==> config.mk <==
export PLATFORM = sky130hd
export DESIGN_NAME = veopixel_decoder
export DESIGN_NICKNAME = d
export VERILOG_FILES = /design/src/rtl/veopixel_pkg.sv /design/src/rtl/veopixel_sync.sv /design/src/rtl/veopixel_decoder.sv
export SDC_FILE = /design/constraint.sdc
export NUM_CORES = 1
export LEC_CHECK = 0
export BUFFER_PORTS_ARGS = -buffer_cell sky130_fd_sc_hd__buf_2
export CAP_MARGIN = 40
export CORE_MARGIN = 3
export CORE_UTILIZATION = 30
export CTS_BUF_LIST = sky130_fd_sc_hd__clkbuf_16
export DETAILED_ROUTE_END_ITERATION = 6
export PLACE_DENSITY = 0.43
export SYNTH_ARGS = -nofsm -noshare
export SYNTH_HDL_FRONTEND = slang
export SYNTH_HIERARCHICAL = 1
export SYNTH_SLANG_ARGS = --single-unit
==> constraint.sdc <==
create_clock -name clk -period 6.8 [get_ports clk]
set_input_delay 2.04 -clock clk [delete_from_list [all_inputs] [get_ports clk]]
set_output_delay 2.04 -clock clk [all_outputs]
set_load 0.005 [all_outputs]
==> src/rtl/veopixel_pkg.sv <==
// Shared types and defaults for the WS2812-style one-wire pixel decoder.
//   pixel_t : 24-bit GRB pixel, first-received bit in bit 23
//   state_e : decoder FSM states
//   Def*    : default timing and counter-width parameters (50 MHz clock)
package veopixel_pkg;

   localparam int unsigned PixelBits    = 24;
   localparam int unsigned DefThreshCyc = 30;    // T0H=20, T1H=40 cycles
   localparam int unsigned DefLatchCyc  = 2500;  // 50 us of continuous low
   localparam int unsigned DefCntW      = 16;

   typedef logic [PixelBits-1:0] pixel_t;

   typedef enum logic [1:0] {
      StIdle,  // waiting for the first latch after reset
      StLow,
      StHigh
   } state_e;

endpackage

==> src/rtl/veopixel_sync.sv <==
// Two-flop synchronizer for the asynchronous serial input, plus single-cycle
// rise/fall pulses derived from the synchronized level.
//   clk   in  : clock
//   rst_n in  : synchronous active-low reset
//   din   in  : asynchronous serial data
//   sync  out : synchronized din (2 cycles of latency)
//   rise  out : pulse in the first cycle sync is high
//   fall  out : pulse in the first cycle sync is low
module veopixel_sync (
   input  logic clk,
   input  logic rst_n,
   input  logic din,
   output logic sync,
   output logic rise,
   output logic fall
);

   logic meta_q;
   logic sync_q;
   logic prev_q;

   always_ff @(posedge clk) begin
      if (!rst_n) begin
         meta_q <= 1'b0;
         sync_q <= 1'b0;
         prev_q <= 1'b0;
      end else begin
         meta_q <= din;
         sync_q <= meta_q;
         prev_q <= sync_q;
      end
   end

   assign sync = sync_q;
   assign rise = sync_q & ~prev_q;
   assign fall = ~sync_q & prev_q;

endmodule

==> src/rtl/veopixel_decoder.sv <==
// WS2812-style one-wire pixel decoder. Measures each synchronized high pulse,
// decodes long pulses as 1 and short as 0, assembles 24-bit GRB pixels MSB
// first and detects the frame latch (long continuous low).
//   clk         in  : clock, all logic on rising edge
//   rst_n       in  : synchronous active-low reset
//   din         in  : asynchronous serial input
//   pixel       out : last complete pixel (GRB, first bit in bit 23)
//   pixel_valid out : one-cycle pulse when pixel updates
//   pixel_count out : pixels completed in the current frame (saturating)
//   frame_end   out : one-cycle pulse on latch detection
//   err         out : pulse with frame_end when 1-23 bits were pending
//   dout        out : forwarded stream, only when VEOPIXEL_FORWARD_EN is
//                     defined; otherwise tied low
module veopixel_decoder
   import veopixel_pkg::*;
#(
   parameter int unsigned THRESH_CYC = DefThreshCyc,
   parameter int unsigned LATCH_CYC  = DefLatchCyc,
   parameter int unsigned CNT_W      = DefCntW
) (
   input  logic             clk,
   input  logic             rst_n,
   input  logic             din,
   output logic [23:0]      pixel,
   output logic             pixel_valid,
   output logic [CNT_W-1:0] pixel_count,
   output logic             frame_end,
   output logic             err,
   output logic             dout
);

   localparam int unsigned      BcntW     = $clog2(PixelBits);
   localparam logic [BcntW-1:0] BitLast   = BcntW'(PixelBits - 1);
   localparam logic [CNT_W-1:0] LatchVal  = CNT_W'(LATCH_CYC);
   localparam logic [CNT_W-1:0] ThreshVal = CNT_W'(THRESH_CYC);
   localparam logic [CNT_W-1:0] CntOne    = CNT_W'(1);

   logic sync, rise, fall;

   veopixel_sync u_sync (
      .clk   (clk),
      .rst_n (rst_n),
      .din   (din),
      .sync  (sync),
      .rise  (rise),
      .fall  (fall)
   );

   state_e           state_q, state_d;
   logic [CNT_W-1:0] hcnt_q, hcnt_d;
   logic [CNT_W-1:0] lcnt_q, lcnt_d;
   logic [CNT_W-1:0] pcnt_q, pcnt_d;
   logic [BcntW-1:0] bcnt_q, bcnt_d;
   pixel_t           shreg_q, shreg_d;
   pixel_t           pixel_q, pixel_d;
   logic             pvalid_q, pvalid_d;
   logic             fend_q, fend_d;
   logic             err_q, err_d;
   logic             bit_val;
   logic             low_sat;
   logic             latch_hit;

   // Low counter parks at LatchVal so a latch is reported once per low run.
   assign low_sat   = (lcnt_q == LatchVal);
   assign latch_hit = !sync && (lcnt_q == LatchVal - 1'b1);

   // State register
   always_ff @(posedge clk) begin
      if (!rst_n) begin
         state_q <= StIdle;
      end else begin
         state_q <= state_d;
      end
   end

   // Next-state logic
   always_comb begin
      state_d = state_q;
      unique case (state_q)
         StIdle:  if (latch_hit) state_d = StLow;
         StLow:   if (rise)      state_d = StHigh;
         StHigh:  if (fall)      state_d = StLow;
         default:                state_d = StIdle;
      endcase
   end

   // Counters, shift register and registered output pulses
   always_comb begin
      hcnt_d   = hcnt_q;
      lcnt_d   = lcnt_q;
      pcnt_d   = pcnt_q;
      bcnt_d   = bcnt_q;
      shreg_d  = shreg_q;
      pixel_d  = pixel_q;
      pvalid_d = 1'b0;
      fend_d   = 1'b0;
      err_d    = 1'b0;
      bit_val  = (hcnt_q >= ThreshVal);
      unique case (state_q)
         StIdle: begin
            // Any high restarts the search for an uninterrupted latch.
            lcnt_d = sync ? '0 : (low_sat ? lcnt_q : lcnt_q + 1'b1);
         end
         StLow: begin
            if (rise) begin
               hcnt_d = CntOne;
            end else if (!low_sat) begin
               lcnt_d = lcnt_q + 1'b1;
               if (latch_hit) begin
                  fend_d = 1'b1;
                  err_d  = (bcnt_q != '0);
                  bcnt_d = '0;
                  pcnt_d = '0;
               end
            end
         end
         StHigh: begin
            if (fall) begin
               shreg_d = {shreg_q[PixelBits-2:0], bit_val};
               lcnt_d  = CntOne;
               // The 24th bit goes straight into pixel; the bit counter
               // never holds 24.
               if (bcnt_q == BitLast) begin
                  pixel_d  = shreg_d;
                  pvalid_d = 1'b1;
                  bcnt_d   = '0;
                  if (pcnt_q != '1) pcnt_d = pcnt_q + 1'b1;
               end else begin
                  bcnt_d = bcnt_q + 1'b1;
               end
            end else if (hcnt_q != '1) begin
               hcnt_d = hcnt_q + 1'b1;
            end
         end
         default: ;
      endcase
   end

   always_ff @(posedge clk) begin
      if (!rst_n) begin
         hcnt_q   <= '0;
         lcnt_q   <= '0;
         pcnt_q   <= '0;
         bcnt_q   <= '0;
         shreg_q  <= '0;
         pixel_q  <= '0;
         pvalid_q <= 1'b0;
         fend_q   <= 1'b0;
         err_q    <= 1'b0;
      end else begin
         hcnt_q   <= hcnt_d;
         lcnt_q   <= lcnt_d;
         pcnt_q   <= pcnt_d;
         bcnt_q   <= bcnt_d;
         shreg_q  <= shreg_d;
         pixel_q  <= pixel_d;
         pvalid_q <= pvalid_d;
         fend_q   <= fend_d;
         err_q    <= err_d;
      end
   end

   assign pixel       = pixel_q;
   assign pixel_valid = pvalid_q;
   assign pixel_count = pcnt_q;
   assign frame_end   = fend_q;
   assign err         = err_q;

`ifdef VEOPIXEL_FORWARD_EN
   // Consume the first pixel of each frame, then pass the synchronized line
   // through one extra flop until the latch.
   logic pass_q, pass_d;
   logic dout_q;

   always_comb begin
      pass_d = pass_q;
      if (fend_d) begin
         pass_d = 1'b0;
      end else if (pvalid_d) begin
         pass_d = 1'b1;
      end
   end

   always_ff @(posedge clk) begin
      if (!rst_n) begin
         pass_q <= 1'b0;
         dout_q <= 1'b0;
      end else begin
         pass_q <= pass_d;
         dout_q <= pass_q & sync;
      end
   end

   assign dout = dout_q;
`else
   assign dout = 1'b0;
`endif

endmodule
# [After elaboration in Yosys (flattened, before gate mapping)]
# Cells that the tools add are included.
[word_totals] register_bits=108 out_inout_bits=44 wordCells=86
[op_classes] muxes=28 add_sub_neg=4 n_reduce_logical=16 magnitude_cmp=1 eq_ne=17 bitwise=7
[ops] op="$mux W16" n=13
[ops] op="$pmux W16 S2" n=2
[ops] op="$add A16 B1 Y16 const B" n=3
[ops] op="$pmux W16 S3" n=1
[ops] op="$eq A16 B12 Y1 const B" n=2
[ops] op="$ne A16 B16 Y1 const B" n=2
[ops] op="$mux W5" n=5
[ops] op="$ne A2 B2 Y1 const B" n=10
[ops] op="$ge A16 B5 Y1 const B" n=1
[ops] op="$reduce_and A3 Y1" n=4
[ops] op="$pmux W5 S2" n=1
[ops] op="$reduce_and A7 Y1" n=1
[ops] op="$mux W2" n=3
[ops] op="$pmux W2 S3" n=1
[ops] op="$add A5 B1 Y5 const B" n=1
[ops] op="$eq A5 B5 Y1 const B" n=1
[ops] op="$not A1 Y1" n=5
[ops] op="$reduce_and A5 Y1" n=1
[ops] op="$reduce_bool A5 Y1" n=1
[ops] op="$reduce_or A5 Y1" n=1
[ops] op="$reduce_and A4 Y1" n=1
[ops] op="$reduce_or A4 Y1" n=1
[ops] op="$reduce_bool A3 Y1" n=1
[ops] op="$and A1 B1 Y1" n=2
[ops] op="other kinds (8)" n=9

# [Logic depth before layout (Yosys ltp)]
[depth] depth_word=6 mapped_depth=9 ltp_nobuf=7

# [Cells and area by module]
# The synthesis kept the hierarchy.
[by_module_without_submodules] mod="veopixel_decoder" seq_area_each_um2=2102.0 cells_per_inst=585 area_each_um2=4797.1 n_inst=1
[by_module_without_submodules] mod="veopixel_sync" seq_area_each_um2=60.1 cells_per_inst=8 area_each_um2=91.3 n_inst=1

# [Worst setup path after synthesis]
# Ideal clock, no wire load.
[synth_timing] path_kind="input to register" startpoint="in rst_n" endpoint="reg pcnt_q[6] (netlist: pixel_count[6])" required_time_ns=6.699 t_arrival_ns=3.127 path_slack_ns=3.572 path_buffers=0 setup_ns=0.101 stages=4 path_cell_list="nand2_1 a211oi_1 nand2_1 o41ai_1"
[synth_lines] item="start, declared" line_no="veopixel_decoder.sv:22" rtl="input logic rst_n,"
[synth_lines] item="end signal, assigned" line_no="veopixel_decoder.sv:153" rtl="pcnt_q <= pcnt_d;"
[synth_lines] item="end, declared" line_no="veopixel_decoder.sv:52" rtl="logic [CNT_W-1:0] pcnt_q, pcnt_d;"

==> flow_summary.yaml <==
synthesis:
  synth-edff-count: 0
  synth_nets: 607
  yosys.area.top_type: "dfxtp_1"
  netlist_area_um2: 4890
  ys.flop_type: "dfxtp_1"
  ys_warn_count: 6
  muxShareOfSynthArea_pct: 1.05
  synth_area_leaders: "dfxtp_1, nand2_1, a21oi_1"
  synth-simple-area-share_pct: 27.9
  post-synth-top-count-cell: "nand2_1"
  synth_top_area_share_pct: 44.2
  synth_compound_area_share_pct: 16.4
  ys_seq_elements: 108
  synth_top_family_by_area: "simple AND/OR/NAND/NOR gates"
  syn_area_per_cell_um2: 8.24
  synthCells: 593
  yosysSeqAreaShare_pct: 44.2
  synthTopCellsByCount: "nand2_1, dfxtp_1, a21oi_1"
  synthArstFlopShare_pct: 0
  synth_fa_ha_area_share_pct: 2.82
  synthXorXnorAreaFrac_pct: 3.94
  yosysUniqueCellTypes: 59
layout:
  post_route_cells_drive_above_1_share_pct: 12.6
  areaGrowthSynthToFinish_pct: 15.4
  fin_nets: 642
  n_antenna_cell: 0
  fin_area_um2: 5640
  n_fill_cell: 1685
worst_setup_path:
  timing.critical_path.cells: "buf_2, nand2_1, a211oi_1, nand2_1, o41ai_1"
  start_kind: "primary input"
  crit_path_max_fanout: 17
  critical_path_class: "in -> reg"
  worst_ep_required_time_ns: 7.04
  cpMostUsedCell: "nand2_1"
  crit_arrival_ns: 4.01
  crit_family: "compound AO/OA/AOI/OAI gates"
  critPathCaptureType: "flop"
  cpPeakStageDelay_ns: 0.79
  path_buf_inv: 1
  cp_slowest_cell: "a211oi_1"
routing:
  drt_pre_antenna_iters: 4
  ant_nets: 0
  drt_iter0_drc: 177
  drc_errors: 0
  via_count: 4181
  wl_per_cell_um: 13.7
  wirelength_um: 11600
  via_per_inst: 4.92
placed_design:
  place_area_um2: 5350
  place.gp.congestion: 0.780
  dp_hpwl_um: 7920
  io_buffers: 45
floorplanning:
  core-area_um2: 15900
  pin_count: 47
  die_h_um: 134
  die_x_um: 134
  die_area_um2: 17900
  num_rows: 46
  start_util_pct: 30.7
cts:
  cts_max_path_buffers: 2
  cts.sinks: 108
  cts_setup_buffers: 0
  cts_tree: "done"
  clk_pin_slew_ns: 0.07
  cts_buffers: 9
  root_buffer: "clkbuf_16"
  cts_resized: 0
  cts_htree_levels: 3
  clk_latency_ns: 0.35
  cts_hold_buf: 0
sta:
  rsz0062_at_grt: "no"
  fmax_mhz: 266
  hold_violations: 0
  max_slew_margin_pct: 39.3
  slew_viol_final: 0
  timing.hold.ws_ns: 0.442
  fin_tns_setup_ns: 0
  setup_viol: 0
  post-route-period-util_pct: 55.4
  skew_ns: 0.0110
  worst_pin_slew_ns: 0.905
  timing.final.crit_period_ns: 3.77
worst_hold_path:
  hold_path.class: "reg -> reg"
flow_run:
  drv_cap: 0
power_and_ir_drop:
  ir_drop_uv: 122
  power_per_cell_area_nw_per_um2: 224
  power_leakage_nw: 1.99
  power.total_w: 0.00127
global_routing:
  grt_max_degree: 58
  antenna_found_initial: 0
  grt_use_total_pct: 13.5
  grt_pass1_wl_um: 19800
  grt-ovfl-total: 0
  grt_pass1_vias: 3957
outcome:
  status: "finished, final reports clean"
sequential cells by signal, summed over array words and instances (netlist names):
register       flops
pixel             24
frame_end          1
state_q            2
bcnt_q             5
u_sync/meta_q      1
u_sync/sync        1
shreg_q           23
hcnt_q            16
u_sync/prev_q      1
pixel_valid        1
pixel_count       16
err                1
lcnt_q            16
stage by stage:
step | std cells | setup slack [ns] | utilization, %
3_3_place_gp | 831 | 2.82 | 33.3
6_report | 849 | 3.03 | 35.4
2_1_floorplan | 593 | 3.57 | -
3_5_place_dp | 833 | 2.73 | 33.5
4_1_cts | 849 | 3.08 | 35.4
5_1_grt | 849 | 2.84 | 35.4
path summary, 6_finish.rpt:
check	slack, ns	end	cells after the start	start
setup / recovery	3.03	pixel_count[6]	5	rst_n
hold / removal	0.44	u_sync/sync	1	u_sync/meta_q
setup reg to reg	4.15	pixel_count[6]	7	state_q[0]
hold reg to reg	0.44	u_sync/sync	1	u_sync/meta_q
final cells by class:
type / instances / area, um^2 / share of cell area [%]
clock buffer: 9 / 225 / 3.99
sequential: 108 / 2160 / 38.3
multi-input combinational: 439 / 2550 / 45.2
inverter: 18 / 67.6 / 1.20
timing repair buffer: 52 / 298 / 5.28
clock inverter: 7 / 68.8 / 1.22
tap: 216 / 270 / 4.79
kinds of logic after synthesis:
logic type	Yosys count
XOR/XNOR	22
flip-flops	108
AND/OR/NAND/NOR	274
buffers and inverters	46
other	1
AO/OA/AOI/OAI	126
multiplexers	5
adder cells (fa/ha/maj)	11
worst register-to-register path, cell delays in order, from the launching register on:
cell and delay (ns):
dfxtp_1 0.34, inv_1 0.09, ha_1 0.15, buf_4 0.29
nand2_1 0.21, a211oi_1 0.79, nand2_1 0.35, o41ai_1 0.32
layout by cell type (no fill, tap or decap), drive strengths merged, types with 8 or more instances in the layout:
master | netlist | routed
nor4 | 13 | 13
and3 | 8 | 8
dfxtp | 108 | 108
ha | 11 | 11
clkbuf | 25 | 9
inv | 18 | 20
or3 | 8 | 8
xnor2 | 10 | 10
o211ai | 8 | 8
a31oi | 10 | 10
nand2 | 121 | 121
nand4 | 12 | 12
nand3 | 22 | 22
and2 | 13 | 13
nor2 | 36 | 36
o21ai | 17 | 17
a21oi | 59 | 59
nor3 | 11 | 11
buf | 3 | 52
xor2 | 12 | 12
power breakdown:
part	switching [W]	internal [W]
Combinational	0.0000652	0.0000309
Clock	0.000238	0.000285
Sequential	0.00000728	0.000639
Total	0.000311	0.000955
metal layers:
layer | routed length [um] | GRT usage, % | vias to the layer above | share of wire (%)
li1 | - | - | 2162 | -
met1 | 5690 | 17.7 | 1963 | 49
met2 | 5520 | 22.1 | 49 | 48
met3 | 304 | 3.70 | 7 | 2.6
met4 | 114 | 3.26 | 0 | 0.98
met5 | 0 | 0 | - | 0
Power figures use the tool's default switching activity.
